[config.mk]
export PLATFORM = sky130hd
export DESIGN_NAME = coherence_bus_ctrl
export DESIGN_NICKNAME = d
export VERILOG_FILES = /design/src/rtl/coherence_bus_ctrl.sv
export SDC_FILE = /design/constraint.sdc
export NUM_CORES = 1
export LEC_CHECK = 0
export ABC_AREA = 0
export CELL_PAD_IN_SITES_DETAIL_PLACEMENT = 1
export CELL_PAD_IN_SITES_GLOBAL_PLACEMENT = 2
export CORE_ASPECT_RATIO = 1.1
export CORE_MARGIN = 2
export CORE_UTILIZATION = 21
export CTS_CLUSTER_SIZE = 28
export DETAILED_ROUTE_END_ITERATION = 12
export PLACE_DENSITY_LB_ADDON = 0.1
export SYNTH_ARGS = -nofsm -noshare
export SYNTH_HDL_FRONTEND = slang
export SYNTH_SLANG_ARGS = --single-unit
[constraint.sdc]
create_clock -name CLK -period 3.6 [get_ports CLK]
set_clock_uncertainty 0.15 [all_clocks]
set_input_delay 0.72 -clock CLK [delete_from_list [all_inputs] [get_ports CLK]]
set_output_delay 0.72 -clock CLK [all_outputs]
set_load 0.1 [all_outputs]
[src/rtl/coherence_bus_ctrl.sv]
// Snooping coherence bus controller: arbitrates L1 requests, runs one snoop cycle,
// then moves a block from L2 or a peer cache. Define BUS_CTRL_RR_ARB_EN for round-robin grant.
//
// state    | meaning
// ---------+--------------------------------------------------------------
// IDLE     | wait for any dREN/dWEN, grant one requester
// SNOOP    | single-cycle snoop broadcast, pick lowest-index hitting peer
// RMEM     | block read from L2, one beat per l2ready
// TRANSFER | cache-to-cache supply, dirty non-exclusive also written to L2
// WMEM     | write-back of requester block to L2

module coherence_bus_ctrl #(
    parameter int CPUS       = 4,
    parameter int BLOCK_SIZE = 2
) (
    input  logic                 CLK,
    input  logic                 nRST,
    input  logic [CPUS-1:0]      dREN,
    input  logic [CPUS-1:0]      dWEN,
    input  logic [CPUS-1:0]      readX,
    input  logic [CPUS-1:0][31:0] daddr,
    input  logic [CPUS-1:0][31:0] dstore,
    output logic [CPUS-1:0]      dwait,
    output logic [31:0]          dload,
    output logic [CPUS-1:0]      ccwait,
    output logic [CPUS-1:0]      ccinv,
    output logic [31:0]          ccsnoopaddr,
    input  logic [CPUS-1:0]      ccsnoophit,
    input  logic [CPUS-1:0]      ccdirty,
    output logic [CPUS-1:0]      ccexclusive,
    output logic                 l2REN,
    output logic                 l2WEN,
    output logic [31:0]          l2addr,
    output logic [31:0]          l2store,
    input  logic [31:0]          l2load,
    input  logic                 l2ready
);

    localparam int CW = (CPUS > 1) ? $clog2(CPUS) : 1;
    localparam int BW = (BLOCK_SIZE > 1) ? $clog2(BLOCK_SIZE) : 1;

    typedef enum logic [2:0] {
        IDLE     = 3'd0,
        SNOOP    = 3'd1,
        RMEM     = 3'd2,
        TRANSFER = 3'd3,
        WMEM     = 3'd4
    } state_t;

    state_t          state, state_nxt;
    logic [CW-1:0]   req_idx;
    logic [CW-1:0]   sup_idx;
    logic            sup_dirty;
    logic            op_readx;
    logic [31:0]     base_addr;
    logic [BW-1:0]   beat, beat_nxt;
    logic [31:0]     snoop_nxt;

    logic [CPUS-1:0] req_any;
    logic            grant_vld;
    logic [CW-1:0]   grant_idx;
    logic            sup_vld;
    logic [CW-1:0]   sup_sel;
    logic [CPUS-1:0] req_mask;
    logic [31:0]     beat_addr;
    logic [31:0]     next_addr;
    logic            last_beat;
    logic            beat_done;

    assign req_any   = dREN | dWEN;
    assign req_mask  = CPUS'(1) << req_idx;
    assign beat_addr = (base_addr + (32'(beat) << 2)) & 32'hFFFF_FFFC;
    assign next_addr = (base_addr + (32'(beat) << 2) + 32'd4) & 32'hFFFF_FFFC;
    assign last_beat = (beat == BW'(BLOCK_SIZE - 1));

`ifdef BUS_CTRL_RR_ARB_EN
    logic [CW-1:0] rr_ptr;

    // search upward from the pointer, wrapping past the top CPU
    always_comb begin
        int j;
        j         = 0;
        grant_vld = 1'b0;
        grant_idx = '0;
        for (int i = 0; i < CPUS; i++) begin
            j = int'(rr_ptr) + i;
            if (j >= CPUS)
                j = j - CPUS;
            if (!grant_vld && req_any[CW'(j)]) begin
                grant_vld = 1'b1;
                grant_idx = CW'(j);
            end
        end
    end

    always_ff @(posedge CLK or negedge nRST) begin
        if (!nRST)
            rr_ptr <= '0;
        else if (state == IDLE && grant_vld)
            rr_ptr <= (grant_idx == CW'(CPUS - 1)) ? '0 : grant_idx + 1'b1;
    end
`else
    always_comb begin
        grant_vld = 1'b0;
        grant_idx = '0;
        for (int i = CPUS - 1; i >= 0; i--) begin
            if (req_any[i]) begin
                grant_vld = 1'b1;
                grant_idx = CW'(i);
            end
        end
    end
`endif

    always_comb begin
        sup_vld = 1'b0;
        sup_sel = '0;
        for (int i = CPUS - 1; i >= 0; i--) begin
            if (ccsnoophit[i] && (CW'(i) != req_idx)) begin
                sup_vld = 1'b1;
                sup_sel = CW'(i);
            end
        end
    end

    always_comb begin
        state_nxt   = state;
        beat_nxt    = beat;
        snoop_nxt   = ccsnoopaddr;
        beat_done   = 1'b0;
        dwait       = '1;
        dload       = '0;
        ccwait      = '0;
        ccinv       = '0;
        ccexclusive = '0;
        l2REN       = 1'b0;
        l2WEN       = 1'b0;
        l2addr      = '0;
        l2store     = '0;

        case (state)
            IDLE: begin
                if (grant_vld) begin
                    beat_nxt = '0;
                    if (dWEN[grant_idx]) begin
                        state_nxt = WMEM;
                    end else begin
                        state_nxt = SNOOP;
                        snoop_nxt = daddr[grant_idx];
                    end
                end
            end
            SNOOP: begin
                ccwait = ~req_mask;
                if (op_readx)
                    ccinv = ~req_mask;
                beat_nxt = '0;
                if (sup_vld) begin
                    state_nxt = TRANSFER;
                    snoop_nxt = beat_addr;
                end else begin
                    state_nxt = RMEM;
                end
            end
            RMEM: begin
                l2REN                = 1'b1;
                l2addr               = beat_addr;
                ccexclusive[req_idx] = 1'b1;
                if (l2ready) begin
                    dload          = l2load;
                    dwait[req_idx] = 1'b0;
                    beat_done      = 1'b1;
                end
            end
            TRANSFER: begin
                ccwait[sup_idx]      = 1'b1;
                dload                = dstore[sup_idx];
                ccexclusive[req_idx] = op_readx;
                // dirty data shared without ownership must also reach L2
                if (sup_dirty && !op_readx) begin
                    l2WEN     = 1'b1;
                    l2addr    = beat_addr;
                    l2store   = dstore[sup_idx];
                    beat_done = l2ready;
                end else begin
                    beat_done = 1'b1;
                end
                if (beat_done)
                    dwait[req_idx] = 1'b0;
                if (beat_done && !last_beat)
                    snoop_nxt = next_addr;
            end
            WMEM: begin
                l2WEN   = 1'b1;
                l2addr  = beat_addr;
                l2store = dstore[req_idx];
                if (l2ready) begin
                    dwait[req_idx] = 1'b0;
                    beat_done      = 1'b1;
                end
            end
            default: state_nxt = IDLE;
        endcase

        if (beat_done) begin
            if (last_beat) begin
                state_nxt = IDLE;
                beat_nxt  = '0;
            end else begin
                beat_nxt = beat + 1'b1;
            end
        end
    end

    always_ff @(posedge CLK or negedge nRST) begin
        if (!nRST) begin
            state       <= IDLE;
            beat        <= '0;
            req_idx     <= '0;
            sup_idx     <= '0;
            sup_dirty   <= 1'b0;
            op_readx    <= 1'b0;
            base_addr   <= '0;
            ccsnoopaddr <= '0;
        end else begin
            state       <= state_nxt;
            beat        <= beat_nxt;
            ccsnoopaddr <= snoop_nxt;
            if (state == IDLE && grant_vld) begin
                req_idx   <= grant_idx;
                op_readx  <= readX[grant_idx] & dREN[grant_idx] & ~dWEN[grant_idx];
                base_addr <= daddr[grant_idx];
            end
            if (state == SNOOP) begin
                sup_idx   <= sup_sel;
                sup_dirty <= sup_vld & ccdirty[sup_sel];
            end
        end
    end

endmodule
After elaboration in Yosys (flattened, before gate mapping)

Cells that the tools add are included.

Bits in registers: 74
Input bits: 311
Output and inout port bits: 146
Word-level logic and storage cells: 126

$add $sub $neg: 3
Order comparisons: 6
Eq/ne operators: 12
Shift operators: 1
Mux-type cells: 69
Bitwise logic cells: 8
Reductions and logical operators: 19

Operator list:

| cell                                                                          | count |
|---|---|
| 32-bit 2-to-1 mux                                                             | 10 |
| 32-bit binary-select mux with 2-bit select                                    | 3 |
| 32-bit case mux with 2 select lines                                           | 3 |
| 32-bit case mux with 3 select lines                                           | 1 |
| 32-bit by 3-bit adder with 32-bit output                                      | 1 |
| 32-bit by 3-bit adder with 32-bit output (second input constant)              | 1 |
| 4-bit case mux with 2 select lines                                            | 3 |
| 1-bit 2-to-1 mux                                                              | 23 |
| 2-bit 2-to-1 mux                                                              | 8 |
| 4-bit 2-to-1 mux                                                              | 4 |
| 2-bit by 3-bit less-than comparator with 1-bit output (second input constant) | 4 |
| 3-bit 2-to-1 mux                                                              | 4 |
| 1-bit logical AND                                                             | 9 |
| 3-bit case mux with 3 select lines                                            | 1 |
| 1-bit binary-select mux with 2-bit select                                     | 4 |
| 2-bit != test (second input constant)                                         | 4 |
| 4-bit NOT                                                                     | 2 |
| 3-bit by 2-bit equality test with 1-bit output (second input constant)        | 2 |
| 1-bit case mux with 2 select lines                                            | 3 |
| 3-bit nonzero test                                                            | 2 |
| 5-bit AND reduction                                                           | 1 |
| 4-bit bitwise AND                                                             | 1 |
| 1-bit demux with 2-bit select                                                 | 2 |
| 2-bit by 1-bit >= comparator with 1-bit output (second input constant)        | 2 |
| other kinds (16)                                                              | 20 |

Logic depth before layout (Yosys ltp)

Gate-level depths: netlist (run 1).

Word-level depth: 12
Depth in mapped cells: 12
Mapped depth without buffers: 10

Worst setup path before layout (run 1)

OpenSTA, ideal clock, no wires.

Kind: flip-flop to output port
Start point: reg state[2]
End point: out l2addr[2]
Data arrival time: 3.797 ns
Required time: 2.730 ns
Path slack: -1.067 ns
Stages on the path, launching flop included: 7
Path buffers: 2
Path through: dfrtp_1 clkbuf_1 nand2b_1 nor2_1 nor2_1 clkbuf_1 nor2b_1

Word-level cells in the longest chain between the ends: 3
Elaborated cells on any way between the ends: 5
Classes of those cells: 3 x eq/ne; 1 x mux; 1 x reduce/logical

RTL lines:

| item                                                                                         | RTL line | RTL |
|---|---|---|
| start: declaration                                                                           | 50       | `state_t state, state_nxt;` |
| start signal: assignment                                                                     | 226      | `state <= state_nxt;` |
| 3-bit equality test / 3-bit by 2-bit equality test with 1-bit output (equally long branches) | 141      | `case (state)` |
| 2-bit OR reduction (no source line)                                                          | n/a      |  |
| 32-bit case mux with 2 select lines *                                                        | 141      |  |
| end: declaration                                                                             | 33       | `output logic [31:0] l2addr,` |

Every way passes the cells marked *; elsewhere a longest branch is shown, timed or not.

Worst setup path in the final report (run 1)

Start point: reg beat
End point: reg ccsnoopaddr[31]

Word-level cells in the longest chain between the ends: 4
Elaborated cells on any way between the ends: 9
Classes of those cells: 2 x add/sub; 1 x eq/ne; 3 x mux; 3 x reduce/logical

RTL lines:

| item                                                                                 | RTL line    | RTL |
|---|---|---|
| start: declaration                                                                   | 56          | `logic [BW-1:0] beat, beat_nxt;` |
| start signal: assignment                                                             | 227         | `beat <= beat_nxt;` |
| 32-bit by 3-bit adder with 32-bit output / 1-bit logical NOT (equally long branches) | 72, 73, 190 |  |
| 32-bit by 3-bit adder with 32-bit output / 1-bit logical AND (equally long branches) | 73, 190     |  |
| 32-bit 2-to-1 mux / 2-bit != test (equally long branches)                            | n/a         |  |
| 32-bit case mux with 3 select lines / 5-bit AND reduction (equally long branches)    | n/a         |  |
| end signal: assignment                                                               | 228         | `ccsnoopaddr <= snoop_nxt;` |
| end: declaration                                                                     | 27          | `output logic [31:0] ccsnoopaddr,` |

Parallel ways exist; a longest one is shown, timed or not. The select of a mux whose other input is x is not followed.
A chain may end at the register's enable or synchronous reset.

==> flow_summary.ini, run 1 <==
[clock_tree]
clk_path_buf_depth = 2
clkLatencyLatePin_ns = 0.35
cts_num_sinks = 72
htreeDepth = 3
cts_tree = yes
cts-hold-fix-buffers = 0
path_clk_slew_ns = 0.06
ctsRootBufferMaster = clkbuf_16
numCtsBuffers = 9

[detailed_routing]
drtIter0Drc = 391
drc = 0
first_pass_iters = 4
via_per_inst = 4.93
wirelength_um = 47700
wl_per_cell_um = 23.4
ant_nets = 0
vias = 10050

[sta]
drv_slew = 0
hold_slack_ns = 0.310
fmax_mhz = 286
tightest_slew_ns = 0.835
hold_viol_final = 0
fin_ws_ns = 0.0995
slew_headroom_pct = 43.7
fin_crit_sh_pct = 97.2
setup-violations-final = 0
rsz0062_at_grt = yes
period_minus_slack_ns = 3.50

[logic_synthesis]
synth_cell_types = 75
yosys_most_used_dff = dfrtp_1
yosysSeqAreaShare_pct = 21.7
ys_seq_elements = 72
yosysWarnings = 0
syn_area_um2 = 8290
synth_edf_count = 0
avgSynthCellArea_um2 = 7.78
async_flop_share_pct = 100
syn_inst = 1066

[finish]
finalCoreUtilization_pct = 39.2
area_growth_pct = 84.6
final_common_cell = clkdlybuf4s50_1
most-common-layout-cells = clkdlybuf4s50_1, nand2_1, nor2_1
final_nets = 1828
fillers = 4506
drive_gt1_share_pct = 24.7

[place]
io_buffers = 454
gp_congestion = 0.898
place_ws_ns = 0.0180
hpwl_um = 38900

[worst_setup_path]
worstPathMaxFanout = 7
required_ns = 3.73
r2r_setup_slack_ns = 0.1
r2r-start = beat$_DFFE_PN0P_
critPathCaptureType = flop
start_kind = flop
crit_arrival_ns = 3.63
r2r_end = ccsnoopaddr[31]$_DFFE_PN0P_
r2r_cells = 9
path_class = reg2reg

[power]
powerDensity_nw_per_um2 = 944
totalPowerFinal_w = 0.0144
vdd_drop_max_mv = 0.440
p_leak_nw = 5.83

[job]
cap_violations = 0

[grt]
first_global_vias = 10605
grt_pass1_wl_um = 70500
grt-ovfl-total = 0
grt_max_degree = 63
antenna_found_initial = 17
grt_use_total_pct = 22.7

[floorplan]
start_util_pct = 21.2
num_rows = 76
fp.coreArea_um2 = 39100
die_w_um = 193
pin_count = 457
dieArea_um2 = 41100
dieHeight_um = 212

[min_path]
hp-class = in2async

[outcome]
status = finished, final reports clean
-- final cells by class --
| type | count | area (um^2) | area share (%) |
|---|---|---|---|
| repair buffers | 528 | 6240 | 40.8 |
| inverters | 12 | 45.0 | 0.294 |
| well taps | 507 | 634 | 4.15 |
| clock buffers | 10 | 239 | 1.56 |
| clock inverters | 6 | 35.0 | 0.229 |
| multi-input cells | 891 | 6280 | 41.0 |
| diodes | 11 | 27.5 | 0.180 |
| flip-flops and latches | 72 | 1810 | 11.8 |
-- power by group --
part	total, W	internal, W	switching [W]
combinational	0.0119	0.00404	0.00783
sequential	0.00172	0.00122	0.000496
clock	0.000861	0.000481	0.000380
total	0.0144	0.00574	0.00871
-- through the flow --
step	setup TNS (ns)	cell area [um^2]	std cells
2_1_floorplan	-6.78	8380	1067
3_3_place_gp	0	15000	2010
3_5_place_dp	0	15000	2010
4_1_cts	0	15200	2026
5_1_grt	-0.0973	15300	2036
6_report	0	15300	2037
-- synthesized netlist by cell type (all sizes together), types with 7 or more instances --
cell type	n	area [um^2]
nor2	185	704
nand2	154	578
buf	15	70.1
a21oi	42	210
nand4	11	96.3
a22o	64	561
nor3	23	125
dfrtp	72	1800
nand3	50	255
clkbuf	77	290
mux4	66	1490
inv	12	45.0
or4	7	57.6
o21ai	99	495
nor4	12	87.6
nor3b	8	60.1
xor2	26	228
nor2b	11	68.8
nand2b	11	68.8
xnor2	23	201
-- critical path: stages (launching register included) --
cell and delay, ns:
dfrtp_1 0.41, ha_1 0.21, buf_4 0.16, and4_1 0.34, nor4_1 0.43, o32ai_1 0.20
or4_1 0.56, or4b_1 0.54, mux2_4 0.33, nor2_2 0.09
-- cell families (layout without fill, tap and decap cells) --
| group | after synthesis | after routing | synth area share (%) |
|---|---|---|---|
| AOI/OAI and AO/OA | 256 | 256 | 20.2 |
| xor gates and xnor gates | 49 | 49 | 5.18 |
| adders and majority gates | 3 | 3 | 0.453 |
| buffers and inverters | 104 | 556 | 4.89 |
| DFF | 72 | 72 | 21.7 |
| muxes | 75 | 75 | 19.1 |
| other | 1 | 13 | 0.0452 |
| and+or+nand+nor | 506 | 506 | 28.3 |
-- metal layers --
metal	GRT usage (%)	wire length, um	vias up
met5	0	55	-
met4	8.19	1070	8
met3	6.01	3330	50
met2	38.8	23700	356
met1	27.4	19500	4827
li1	-	-	4809
-- sequential cells by signal, summed over array words and instances (netlist names) --
name	count
ccsnoopaddr	32
base_addr	30
state	3
req_idx	2
sup_idx	2
beat	1
op_readx	1
sup_dirty	1
-- how the worst max path moves through the flow --
stage	startpoint	to	slack, ns	cells after the start
4_1_cts	beat$_DFFE_PN0P_	l2addr[26]	0.02	9
6_report	beat$_DFFE_PN0P_	ccsnoopaddr[31]$_DFFE_PN0P_	0.1	9
3_5_place_dp	dWEN[1]	ccsnoopaddr[16]$_DFFE_PN0P_	0.02	12
3_3_place_gp	dWEN[1]	ccsnoopaddr[16]$_DFFE_PN0P_	0.08	12
2_1_floorplan	state[1]$_DFF_PN0_	l2addr[10]	-0.23	7
5_1_grt	beat$_DFFE_PN0P_	ccsnoopaddr[26]$_DFFE_PN0P_	-0.03	10
-- repair_timing --
item,CTS,global route
setup endpoints to repair,1,16
buffers inserted,0,0
pin swaps,0,2
resized for setup,1,6
(Power assumes the default switching activity.)
==> run 2, diff against run 1 <==
- CTS_BUF_LIST: unset -> sky130_fd_sc_hd__clkbuf_16
==> run 2 against run 1 <==
  * Wire length is 0.11% lower
  * Worst setup slack better by 0.0040 ns
  * First-iteration DRC count is 1.8% higher
  * Critical path type unchanged
  * Largest cell class unchanged
  * Largest power group unchanged
==> flow_summary.ini, run 2 (synthesis results as in run 1) <==
[outcome]
status = finished, final reports clean

[clock_tree]
clk_path_buf_depth = 2
cts_post_setup_buffers_inserted = 0
cts_tree = yes
numCtsBuffers = 9
htreeDepth = 3
cts_num_sinks = 72
ctsRootBufferMaster = clkbuf_16
path_clk_slew_ns = 0.07
clkLatencyLatePin_ns = 0.35

[detailed_routing]
drtIter0Drc = 398
vias = 10050
via_per_inst = 4.93
ant_nets = 0
wirelength_um = 47600
wl_per_cell_um = 23.4
first_pass_iters = 5
drc = 0

[worst_setup_path]
path_delay_family = simple AND/OR/NAND/NOR gates
start_kind = flop
crit_arrival_ns = 3.63
slowest_delay_ns = 0.56
path_cells = ha_1, buf_4, and4_1, nor4_1, o32ai_1, or4_1, or4b_1, mux2_4, nor2_2
critPathCaptureType = flop
critical_path_buf_inv_count = 1
worstPathMaxFanout = 7
required_ns = 3.73
path_class = reg2reg
r2r_cells = 9
r2r_setup_slack_ns = 0.10
r2r_end = ccsnoopaddr[31]$_DFFE_PN0P_
slowest_stage = or4_1
r2r-start = beat$_DFFE_PN0P_

[sta]
rsz0062_at_grt = yes
setup-violations-final = 0
fin_crit_sh_pct = 97.1
slew_headroom_pct = 43.4
hold_viol_final = 0
tightest_slew_ns = 0.849
fmax_mhz = 286
drv_slew = 0
period_minus_slack_ns = 3.50

[floorplan]
dieHeight_um = 212
pin_count = 457
start_util_pct = 21.2
num_rows = 76
fp.coreArea_um2 = 39100
dieArea_um2 = 41100
die_w_um = 193

[place]
io_buffers = 454
hpwl_um = 38900
gp_congestion = 0.898

[min_path]
hp-class = in2async

[grt]
grt_max_degree = 63
first_global_vias = 10603
antenna_found_initial = 17
grt_pass1_wl_um = 70500
grt_use_total_pct = 22.7
grt-ovfl-total = 0

[power]
totalPowerFinal_w = 0.0144
powerDensity_nw_per_um2 = 943
vdd_drop_max_mv = 0.440
p_leak_nw = 5.82

[finish]
final_nets = 1828
largest-register = ccsnoopaddr
finalCoreUtilization_pct = 39.1
largest_reg_flops = 32
drive_gt1_share_pct = 24.6
area_growth_pct = 84.5
most-common-layout-cells = clkdlybuf4s50_1, nand2_1, nor2_1
top_regs = ccsnoopaddr: 32 flops, base_addr: 30 flops, state: 3 flops
final_common_cell = clkdlybuf4s50_1

[job]
cap_violations = 0
[run 2: cell count changes in the layout (fill, tap and decap cells not counted), sizes merged]
cell / before / now
clkbuf: 10 / 9
clkinv: 4 / 5
[run 2: cell type report]
class	count	area, um^2
Antenna cell	11	27.5
Clock buffer	9	225
Clock inverter	7	38.8
Fill cell	4506	23800
Inverter	12	45.0
Multi-Input combinational cell	891	6280
Sequential cell	72	1810
Tap cell	507	634
Timing Repair Buffer	528	6240
[run 2: metal layers]
layer / routed length, um / track usage [%]
met1: 19400 / 27.4
met2: 23800 / 38.8
met3: 3370 / 6.01
met4: 1100 / 8.27
met5: 53 / 0
[run 2: worst max path at each step]
| stage | from | endpoint | slack [ns] | cells after the start |
|---|---|---|---|---|
| after detailed placement | dWEN[1] | ccsnoopaddr[16]$_DFFE_PN0P_ | 0.02 | 12 |
| after floorplan | state[1]$_DFF_PN0_ | l2addr[10] | -0.23 | 7 |
| final | beat$_DFFE_PN0P_ | ccsnoopaddr[31]$_DFFE_PN0P_ | 0.10 | 9 |
| after CTS | beat$_DFFE_PN0P_ | l2addr[26] | 0.02 | 9 |
| after global placement | dWEN[1] | ccsnoopaddr[16]$_DFFE_PN0P_ | 0.08 | 12 |
| after global routing | beat$_DFFE_PN0P_ | ccsnoopaddr[26]$_DFFE_PN0P_ | -0.03 | 10 |
[run 2: stage by stage]
step | hold WS, ns | setup WS (ns) | instance area, um^2 | setup TNS [ns] | instances
3_5_place_dp | 0.330 | 0.0180 | 15000 | 0 | 2010
5_1_grt | 0.382 | -0.0272 | 15300 | -0.0981 | 2036
6_report | 0.305 | 0.103 | 15300 | 0 | 2037
4_1_cts | 0.344 | 0.0211 | 15200 | 0 | 2026
3_3_place_gp | 0.321 | 0.0777 | 15000 | 0 | 2010
2_1_floorplan | 0.274 | -0.227 | 8380 | -6.78 | 1067
[run 2: power by group]
group | switching (W) | internal (W)
registers | 0.000493 | 0.00122
logic | 0.00782 | 0.00404
clock network | 0.000382 | 0.000459
[run 2: worst reg2reg max path, stage by stage (launching register included)]
cell     delay (ns)
dfrtp_1        0.41
ha_1           0.21
buf_4          0.17
and4_1         0.34
nor4_1         0.43
o32ai_1        0.20
or4_1          0.56
or4b_1         0.55
mux2_4         0.33
nor2_2         0.09
[run 2: repair_timing]
action,CTS,global route
cloned,0,0
endpoints found under the setup margin,1,16
pin swaps,0,2
gates resized for setup,1,6
hold buffers,0,0
